<file path="src/rtl/exu_alu_issue.sv">
// rtl/exu_alu_issue.sv - execute-stage ALU issue/response handshake, single op in flight
module exu_alu_issue #(
    parameter int ALUOP_WIDTH = 5,
    parameter int TIMEOUT_CYC = 15
) (
    input  logic                   clk,
    input  logic                   rst_n,
    input  logic                   flush,
    input  logic                   id_valid,
    output logic                   id_ready,
    input  logic [ALUOP_WIDTH-1:0] id_aluop,
    input  logic [63:0]            id_rs1_val,
    input  logic [63:0]            id_rs2_val,
    input  logic [63:0]            id_imm,
    input  logic [63:0]            id_pc,
    input  logic                   id_src_a_pc,
    input  logic                   id_src_b_imm,
    input  logic [4:0]             id_rd,
    input  logic                   id_wen,
    output logic                   alu_valid,
    output logic [63:0]            alu_a,
    output logic [63:0]            alu_b,
    output logic [ALUOP_WIDTH-1:0] alu_op,
    input  logic [63:0]            alu_data,
    input  logic                   alu_data_ok,
    output logic                   wb_valid,
    input  logic                   wb_ready,
    output logic [63:0]            wb_data,
    output logic [4:0]             wb_rd,
    output logic                   wb_wen,
    output logic                   wb_err,
    output logic                   busy
);

    localparam int CNT_W = (TIMEOUT_CYC > 1) ? $clog2(TIMEOUT_CYC) : 1;
    localparam logic [CNT_W-1:0] CNT_LAST = CNT_W'(TIMEOUT_CYC - 1);

    typedef enum logic [1:0] {
        S_IDLE,
        S_ISSUE,
        S_WAIT,
        S_RESP
    } state_t;

    state_t           state;
    state_t           state_nxt;
    logic [CNT_W-1:0] wait_cnt;
    logic             accept;
    logic             data_done;
    logic             timed_out;

    assign id_ready  = !flush && ((state == S_IDLE) || ((state == S_RESP) && wb_ready));
    assign accept    = id_valid && id_ready;
    assign data_done = (state == S_WAIT) && alu_data_ok;
    // A result arriving on the last allowed cycle still wins over the timeout.
    assign timed_out = (state == S_WAIT) && !alu_data_ok && (TIMEOUT_CYC != 0)
                       && (wait_cnt == CNT_LAST);

    assign alu_valid = (state == S_ISSUE);
    assign wb_valid  = (state == S_RESP);
    assign busy      = (state != S_IDLE);

    always_ff @(posedge clk) begin
        if (!rst_n) begin
            state <= S_IDLE;
        end else begin
            state <= state_nxt;
        end
    end

    always_comb begin
        state_nxt = state;
        if (flush) begin
            state_nxt = S_IDLE;
        end else begin
            case (state)
                S_IDLE:  if (accept) state_nxt = S_ISSUE;
                S_ISSUE: state_nxt = S_WAIT;
                S_WAIT:  if (data_done || timed_out) state_nxt = S_RESP;
                S_RESP:  if (wb_ready) state_nxt = accept ? S_ISSUE : S_IDLE;
                default: state_nxt = S_IDLE;
            endcase
        end
    end

    always_ff @(posedge clk) begin
        if (!rst_n) begin
            alu_a    <= '0;
            alu_b    <= '0;
            alu_op   <= '0;
            wb_data  <= '0;
            wb_rd    <= '0;
            wb_wen   <= 1'b0;
            wb_err   <= 1'b0;
            wait_cnt <= '0;
        end else begin
            if (accept) begin
                alu_a  <= id_src_a_pc  ? id_pc  : id_rs1_val;
                alu_b  <= id_src_b_imm ? id_imm : id_rs2_val;
                alu_op <= id_aluop;
                wb_rd  <= id_rd;
                wb_wen <= id_wen;
            end

            if (state == S_ISSUE) begin
                wait_cnt <= '0;
            end else if (state == S_WAIT) begin
                wait_cnt <= wait_cnt + CNT_W'(1);
            end

            if (!flush) begin
                if (data_done) begin
                    wb_data <= alu_data;
                    wb_err  <= 1'b0;
                end else if (timed_out) begin
                    wb_data <= '0;
                    wb_wen  <= 1'b0;
                    wb_err  <= 1'b1;
                end
            end
        end
    end

endmodule

</file>
<file path="config.mk">
export PLATFORM = sky130hd
export DESIGN_NAME = exu_alu_issue
export DESIGN_NICKNAME = d
export VERILOG_FILES = /design/src/rtl/exu_alu_issue.sv
export SDC_FILE = /design/constraint.sdc
export NUM_CORES = 1
export LEC_CHECK = 0
export ABC_AREA = 1
export BUFFER_PORTS_ARGS = -buffer_cell sky130_fd_sc_hd__buf_2
export CAP_MARGIN = 20
export CORE_AREA = 8 8 209 211
export CTS_CLUSTER_SIZE = 24
export DETAILED_ROUTE_END_ITERATION = 7
export DIE_AREA = 0 0 217 219
export GPL_ROUTABILITY_DRIVEN = 0
export HOLD_SLACK_MARGIN = 0.1
export MAX_ROUTING_LAYER = met4
export PLACE_DENSITY = 0.53
export REMOVE_ABC_BUFFERS = 1
export SETUP_SLACK_MARGIN = 0.02
export SKIP_LAST_GASP = 1
export SLEW_MARGIN = 10
export SYNTH_ARGS = -nofsm -noshare
export SYNTH_HDL_FRONTEND = slang
export SYNTH_SLANG_ARGS = --single-unit
</file>
<file path="constraint.sdc">
create_clock -name clk -period 1.5 [get_ports clk]
set_input_delay 0.15 -clock clk [delete_from_list [all_inputs] [get_ports clk]]
set_output_delay 0.15 -clock clk [all_outputs]
set_load 0.005 [all_outputs]
</file>
# [Word level (Yosys, flattened, before mapping)]
# Index checks and enable logic that the tools add are counted.
[totals] reg_bits=210 output_inout_bits=208 ram_bits=0 inputBits=339 word_cells=51 rom_bits=0 mem_count=0 latchBits=0
[op_classes] multipliers=0 eq_ne=7 muxes=15 magnitude_cmp=0 n_shift=0 n_addsub=1 n_bitwise=2 div_mod_pow=0 n_reduce_logical=17
[op_table] operator="$mux W64" n=4
[op_table] operator="$pmux W2 S4" n=1
[op_table] operator="$mux W1" n=7
[op_table] operator="$logic_and A1 B1 Y1" n=6
[op_table] operator="$mux W2" n=3
[op_table] operator="$add A4 B1 Y4 const B" n=1
[op_table] operator="$eq A2 B2 Y1 const B" n=2
[op_table] operator="$eq A4 B4 Y1 const B" n=1
[op_table] operator="$ne A2 B2 Y1 const B" n=2
[op_table] operator="$reduce_bool A2 Y1" n=2
[op_table] operator="$reduce_or A2 Y1" n=2
[op_table] operator="$reduce_and A3 Y1" n=1
[op_table] operator="$eq A2 B1 Y1 const B" n=1
[op_table] operator="$logic_not A1 Y1" n=2
[op_table] operator="$logic_not A2 Y1" n=1
[op_table] operator="$logic_or A1 B1 Y1" n=2
[op_table] operator="$ne A2 B1 Y1 const B" n=1
[op_table] operator="$not A1 Y1" n=2
[op_table] operator="$reduce_and A2 Y1" n=1

# [Longest topological paths before layout]
# Gate-level depths: netlist of run 1.
[logic_depth] ltp_word=9 depth_mapped=12

# [Worst setup path before layout of run 1]
# OpenSTA, ideal clock, no wires.
[synth_timing] kind="register to register" start="register state[0]" end="register alu_op[4]" path_stages_with_launch=13 arrival_ns=1.419 setup_time_ns=0.132 path_slack_ns=-0.051 path_cell_list="dfxtp_1 > inv_1 > ha_1 > inv_1 > nand2_1 > nand2_1 > inv_2 > nand2_4 > inv_2 > buf_4 > buf_4 > nand2_1 > a21oi_1"
[synth_between] elab_chain_len=5 elab_cells_between_ends=6
[synth_lines] item="from (decl)" line="45" source="state_t state;"
[synth_lines] item="from (signal assigned)" line="67" source="state <= state_nxt;"
[synth_lines] item="$eq A2 B2 Y1" line="52" source="assign id_ready = !flush && ((state == S_IDLE) || ((state == S_RESP) && wb_ready));"
[synth_lines] item="$logic_and A1 B1 Y1" line="52"
[synth_lines] item="$logic_or A1 B1 Y1 *" line="52"
[synth_lines] item="$logic_and A1 B1 Y1 *" line="52"
[synth_lines] item="named net id_ready" line="10" source="output logic id_ready,"
[synth_lines] item="$logic_and A1 B1 Y1 *" line="53" source="assign accept = id_valid && id_ready;"
[synth_lines] item="to (signal assigned)" line="100" source="alu_op <= id_aluop;"
[synth_lines] item="to (decl)" line="23" source="output logic [ALUOP_WIDTH-1:0] alu_op,"
# The timed path passes the listed nets; every way through them passes the cells marked *.
# A chain may end at the register's enable or synchronous reset.

# [Worst setup path in the final report of run 1]
[layout_timing] start="register state[1]" end="register alu_a[15]"
[layout_between] elab_chain_len=5 elab_cells_between_ends=6
[layout_lines] item="$eq A2 B2 Y1" line="52"
[layout_lines] item="$logic_and A1 B1 Y1" line="52"
[layout_lines] item="$logic_or A1 B1 Y1 *" line="52"
[layout_lines] item="$logic_and A1 B1 Y1 *" line="52"
[layout_lines] item="$logic_and A1 B1 Y1 *" line="53"
[layout_lines] item="to (signal assigned)" line="98" source="alu_a <= id_src_a_pc ? id_pc : id_rs1_val;"
[layout_lines] item="to (decl)" line="21" source="output logic [63:0] alu_a,"
# Mark *: on every way between the ends. The rest lies on a longest branch, timed or not.

==> reports/qor.yml, run 1 <==
synth:
  syn_area_sq_um: 9070
  syn_inst: 1096
  ys_ff_latch: 210
  synth.area.mux_share_pct: 15.9
  synth_top_family_by_area: "simple AND/OR/NAND/NOR gates"
  synthXorXnorAreaFrac_pct: 0
  ys_seq_area_share_pct: 46.3
  syn_area_per_cell_sq_um: 8.28
  synth-simple-area-share_pct: 19.4
  synthAdderAreaFrac_pct: 0.965
  synthDistinctLibCells: 27
  ys_warn_count: 0
  synth_compound_area_share_pct: 11.8
global_route:
  grt_max_degree: 83
  antenna_found_initial: 2
  grt_overflow_total: 0
  grt_pass1_wl_mm: 65.8
  grt_pass1_vias: 12105
  grt_usage_pct: 17.5
placement:
  portBuffers: 546
  place_inst: 2142
  place_hpwl_mm: 27.9
  place_ws_ns: -0.187
detailed_routing:
  dr.pass1.iters: 5
  wl_per_cell_um: 17.9
  totalWireLength_mm: 46.2
  drtAntennaViolNets: 0
  dr.first_iter.drc_count: 671
  vias: 11621
  drc: 0
  drt-vias-per-instance: 4.51
clock_network:
  numCtsBuffers: 25
  cts-root-buf: "clkbuf_16"
  cts.sinks: 210
  cts_tree: "yes"
  cts_buffer_depth: 3
  cts.clk_slew.worst_paths_ns: 0.05
  insertion_delay_ns: 0.54
  htree_levels: 1
floorplanning:
  die_area_sq_um: 47500
  rows: 74
  io_pins: 547
  fp.dieW_um: 217
  fp.coreArea_sq_um: 40400
  die_y_um: 219
  initial_core_util_pct: 22.5
sta:
  fin_crit_ns: 1.72
  max_slew_margin_pct: 66.5
  layout_setup_ws_ns: -0.218
  rsz0062_at_grt: "true"
  setup-tns-final_ns: -24.59
  whs_ns: 0.134
  finalSetupViolations: 208
  fmax_ghz: 0.582
  finalHoldViolCount: 0
  worst_slew_pin_slew_ns: 0.503
  drv_slew: 0
  fin_crit_sh_pct: 115
  clock_skew_ns: 0.0205
critical_path:
  start_kind: "flip-flop"
  worst_r2r_startpoint: "state[1]"
  cp.depth: 12
  crit_family: "buffers and inverters"
  endpoint: "alu_a[15]"
  worstPathMaxFanout: 8
  crit_start: "state[1]"
  cp-end-kind: "flip-flop"
  rrSetupSlack_ns: -0.22
  critical_path_class: "reg -> reg"
  path_cells: "inv_4 > ha_4 > inv_2 > nand2_2 > nand2_2 > inv_2 > buf_6 > nand2_8 > clkbuf_16 > clkbuf_16 > nand2_1 > a21oi_1"
  rr_endpoint: "alu_a[15]"
  cpMaxStageDelayCell: "dfxtp_4"
  path_buf_inv: 6
  max_stage_delay_ns: 0.38
  cp.required_ns: 1.95
  crit_arrival_ns: 2.17
  r2r_cells: 12
flow_run:
  maxCapViolations: 0
power_and_ir_drop:
  ir_drop_uv: 654
  p_sw_uw: 3880
  power_density_nw_per_um2: 840
  power_frac_comb_pct: 22.4
  p_seq_share_pct: 38.7
  p_total_uw: 15400
  switching_share_pct: 25.2
  p_int_uw: 11500
  power.leakage_uw: 0.00821
  clockPowerShare_pct: 38.9
finish:
  layout.nets: 2373
  area_delta_synth_final_pct: 102
  final_cell_mix: "buf_2 (543), dlygate4sd3_1 (335), nand2_1 (330)"
  final_common_cell: "buf_2"
  final_cells: 2579
  drive_above_1_share_pct: 44.3
outcome:
  outcome: "complete, but fails checks"
  violations: "setup timing"
hold_path:
  hold_start: "flush"
  min_path_type: "in -> reg"
-- registers in the layout, indices dropped and copies added, names as in the netlist --
register  flops
alu_a        64
alu_b        64
wb_data      64
alu_op        5
wb_rd         5
wait_cnt      4
state         2
wb_err        1
wb_wen        1
-- repair_timing --
| item | 4_1_cts | 5_1_grt |
|---|---|---|
| buffers inserted | 25 | 8 |
| pin swaps | 4 | 55 |
| cloned | 12 | 20 |
| endpoints found under the hold margin | 206 | 0 |
| endpoints found under the setup margin | 209 | 212 |
| resized for setup | 45 | 114 |
| hold buffers | 335 | 0 |
-- Yosys cell counts --
| cell | number | area, sq um |
|---|---|---|
| nand3_1 | 65 | 325 |
| nand3b_1 | 1 | 7.51 |
| a211oi_1 | 1 | 7.51 |
| buf_6 | 5 | 56.3 |
| a21oi_1 | 180 | 901 |
| ha_1 | 7 | 87.6 |
| mux2_2 | 128 | 1440 |
| dfxtp_1 | 210 | 4200 |
| nor3_1 | 2 | 10.0 |
| nand4_1 | 1 | 6.26 |
| clkbuf_1 | 26 | 97.6 |
| o21ai_0 | 25 | 125 |
| or2_2 | 1 | 6.26 |
| clkinv_1 | 1 | 3.75 |
| nor2_1 | 11 | 41.3 |
| buf_2 | 37 | 185 |
| nor2_2 | 1 | 6.26 |
| o21a_1 | 1 | 7.51 |
| inv_2 | 5 | 18.8 |
| buf_1 | 1 | 3.75 |
| nand2_4 | 1 | 11.3 |
| inv_1 | 8 | 30.0 |
| o21bai_1 | 1 | 7.51 |
| o21ai_1 | 4 | 20.0 |
| nand2_2 | 1 | 6.26 |
| nand2_1 | 356 | 1340 |
| buf_4 | 16 | 120 |
-- power groups by stage --
stage / Combinational (uW) / Clock [uW] / Sequential, uW
2_1_floorplan: 801 / 0 / 6080
3_3_place_gp: 2050 / 0 / 6050
3_5_place_dp: 2070 / 0 / 6050
4_1_cts: 3150 / 6170 / 5930
5_1_grt: 3690 / 6330 / 5970
6_report: 3440 / 5980 / 5940
-- metal layers --
layer  vias to the layer above  routed length, um  track usage [%]
li1                       5535                  -                -
met1                      5409              17600             18.9
met2                       556              23300             30.7
met3                       121               3380             4.03
met4                         0               1850             7.19
met5                         -                  0                -
-- how the worst min path moves through the flow --
stage             endpoint  slack (ns)  cells past startpoint
2_1_floorplan       wb_wen        0.28                      2
5_1_grt        wb_data[46]        0.14                      5
3_3_place_gp        wb_wen        0.38                      3
4_1_cts         wb_data[4]        0.10                      5
6_report        wb_data[4]        0.13                      5
3_5_place_dp    wb_data[0]        0.39                      3
-- cells by family (layout without fill, tap and decap cells) --
group	Yosys count	after routing
compound gates	212	212
simple gates	440	440
fa+ha+maj	7	7
other cells	0	4
buf+inv	99	1046
flops	210	210
mux	128	128
-- worst min-delay path, delay by kind of cell --
family	cells	cell delay, ns
compound gates	1	0.05
simple gates	2	0.14
buf+inv	2	0.27
-- per-stage QoR --
| stage | instance area, sq um | util, % |
|---|---|---|
| after floorplan | 8610 | - |
| after global placement | 12700 | 31.4 |
| after detailed placement | 12700 | 31.4 |
| after CTS | 17500 | 43.5 |
| after global routing | 18300 | 45.3 |
| final | 18300 | 45.3 |
-- cell type report --
cell class,instances,area [sq um]
Clock buffer,39,758
Multi-Input combinational cell,787,4710
Sequential cell,210,4210
Timing Repair Buffer,989,7810
Tap cell,532,666
Inverter,14,85.1
Fill cell,3671,22100
Antenna cell,4,10.0
Clock inverter,4,48.8
(Power assumes the default switching activity.)
==> run 2: changes to the inputs <==
--- a/config.mk
+++ b/config.mk
@@ -5,19 +5,19 @@
 export SDC_FILE = /design/constraint.sdc
 export NUM_CORES = 1
 export LEC_CHECK = 0
-export ABC_AREA = 1
 export BUFFER_PORTS_ARGS = -buffer_cell sky130_fd_sc_hd__buf_2
 export CAP_MARGIN = 20
-export CORE_AREA = 8 8 209 211
+export CORE_AREA = 2 2 211 213
 export CTS_CLUSTER_SIZE = 24
 export DETAILED_ROUTE_END_ITERATION = 7
-export DIE_AREA = 0 0 217 219
+export DIE_AREA = 0 0 213 215
 export GPL_ROUTABILITY_DRIVEN = 0
 export HOLD_SLACK_MARGIN = 0.1
 export MAX_ROUTING_LAYER = met4
-export PLACE_DENSITY = 0.53
+export PLACE_DENSITY = 0.49
 export REMOVE_ABC_BUFFERS = 1
 export SETUP_SLACK_MARGIN = 0.02
+export SKIP_CTS_REPAIR_TIMING = 1
 export SKIP_LAST_GASP = 1
 export SLEW_MARGIN = 10
 export SYNTH_ARGS = -nofsm -noshare
==> reports/qor.yml, run 2 <==
finish:
  reg_top3: "alu_a: 64 flops, alu_b: 64 flops, wb_data: 64 flops"
  drive_above_1_share_pct: 41.9
  final_util_pct: 41.4
  layout.nets: 2115
  area_delta_synth_final_pct: 105
  final_cell_mix: "buf_2 (540), dlygate4sd3_1 (332), dfxtp_1 (207)"
  final_common_cell: "buf_2"
synth:
  synth_most_common_cell: "dfxtp_1"
  syn_area_sq_um: 8800
  synthDistinctLibCells: 32
  synth_compound_area_share_pct: 22.1
  ys_ff_latch: 210
  syn_area_per_cell_sq_um: 10.4
  synth.area.mux_share_pct: 14.7
  synthArstFlopShare_pct: 0
  synthAdderAreaFrac_pct: 0.995
  synth_ff_type: "dfxtp_1"
  synth_top_family_by_area: "compound AO/OA/AOI/OAI gates"
  synthXorXnorAreaFrac_pct: 0.298
  ys_seq_area_share_pct: 47.7
  synth_top_cell_by_area: "dfxtp_1"
  synth-edff-count: 0
  syn_inst: 846
  ys_top_cells_by_count: "dfxtp_1 (210), nand2_1 (151), mux2i_1 (129), o211a_1 (128), buf_2 (50)"
  synth-simple-area-share_pct: 9.90
  ys_warn_count: 0
  synth.area.top_cells: "dfxtp_1 (48%), mux2i_1 (15%), o211a_1 (15%)"
  synth_top_cell_area_share_pct: 47.7
floorplanning:
  fp.dieW_um: 213
  rows: 77
  die_y_um: 215
  fp.coreArea_sq_um: 43600
  io_pins: 547
  die_area_sq_um: 45800
  initial_core_util_pct: 20.2
sta:
  max_slew_margin_pct: 68.8
  rsz0062_at_grt: "true"
  fin_crit_sh_pct: 120
  fmax_ghz: 0.555
  drv_slew: 0
  layout_setup_ws_ns: -0.302
  fin_crit_ns: 1.80
  whs_ns: 0.0747
  finalHoldViolCount: 0
  clock_skew_ns: 0.00983
  finalSetupViolations: 178
  worst_slew_pin_slew_ns: 0.468
critical_path:
  max_stage_delay_ns: 0.35
  critical_path_class: "reg -> reg"
  start_kind: "flip-flop"
  endpoint: "alu_a[41]"
  path_cells: "inv_2 > ha_4 > a21o_1 > and3_4 > buf_12 > buf_12 > clkbuf_16 > clkbuf_16 > o211a_1"
  crit_arrival_ns: 2.24
  crit_start: "state[0]"
  rr_endpoint: "alu_a[41]"
  cp.required_ns: 1.94
  r2r_cells: 9
  rrSetupSlack_ns: -0.30
  worst_r2r_startpoint: "state[0]"
  cpMaxStageDelayCell: "dfxtp_2"
  cp-end-kind: "flip-flop"
  worstPathMaxFanout: 5
global_route:
  grt_max_degree: 90
  grt_pass1_wl_mm: 44.4
  grt_pass1_vias: 8406
  antenna_found_initial: 2
  grt_overflow_total: 0
  grt_usage_pct: 12.5
flow_run:
  maxCapViolations: 0
power_and_ir_drop:
  power.leakage_uw: 0.00977
  ir_drop_uv: 668
  power_density_nw_per_um2: 871
detailed_routing:
  dr.first_iter.drc_count: 376
  wl_per_cell_um: 16.2
  vias: 10183
  dr.pass1.iters: 4
  drtAntennaViolNets: 0
  drc: 0
  drt-vias-per-instance: 4.27
  totalWireLength_mm: 38.6
outcome:
  violations: "setup timing"
  outcome: "complete, but fails checks"
clock_network:
  cts_tree: "yes"
  cts_buffer_depth: 3
  cts.clk_slew.worst_paths_ns: 0.06
  insertion_delay_ns: 0.55
  cts-root-buf: "clkbuf_16"
  numCtsBuffers: 26
  htree_levels: 1
  cts.sinks: 210
placement:
  place_ws_ns: -0.202
  place_hpwl_mm: 23.1
  portBuffers: 546
hold_path:
  holdPathStages: 4
  min_path_type: "in -> reg"
-- run 2: routing by layer --
layer,part of all wire (%),track usage (%),up-vias
met2,51,21.8,391
met3,6.8,3.43,68
met5,0,-,-
li1,-,-,4915
met1,39,14.0,4809
met4,2.6,3.08,0
-- run 2: worst min path at each step --
stage | startpoint | to | slack (ns)
final | id_rs2_val[7] | alu_b[7] | 0.07
after CTS | alu_data[57] | wb_data[57] | -0.22
after global routing | id_rs2_val[7] | alu_b[7] | 0.11
after detailed placement | alu_data[20] | wb_data[20] | 0.37
after global placement | alu_data[32] | wb_data[32] | 0.37
after floorplan | rst_n | wb_data[11] | 0.28
-- run 2: area by class of cell --
type,count,area [sq um]
diodes,2,5.00
clock buffers,34,701
clock inverters,13,208
fillers,4182,25600
inverters,6,25.0
multi-input cells,552,4560
flip-flops and latches,210,4210
well taps,592,741
repair buffers,973,7640
-- run 2: logic make-up after synthesis --
family          after synthesis
simple gates                201
flops                       210
xor+xnor                      3
fa+ha+maj                     7
compound gates              212
mux                         129
buf+inv                      84
-- run 2: critical path: cells and delay by family (launching register included) --
kind | cells | cell delay [ns]
simple gates | 1 | 0.22
compound gates | 2 | 0.37
buf+inv | 5 | 0.60
fa+ha+maj | 1 | 0.15
flops | 1 | 0.35
-- run 2: stage by stage --
step | total power (uW) | instance area, sq um | setup TNS (ns) | cells
floorplan | 6860 | 8450 | -629.71 | 768
global placement | 8030 | 12600 | -26.23 | 1958
detailed placement | 8050 | 12600 | -25.29 | 1958
CTS | 14900 | 13500 | -28.59 | 2005
global route | 16400 | 18100 | -40.51 | 2381
finish | 15700 | 18100 | -32.01 | 2382
-- run 2: power breakdown --
part,internal [uW],switching [uW]
sequential,5860,142
clock,4150,2500
combinational,1930,1170
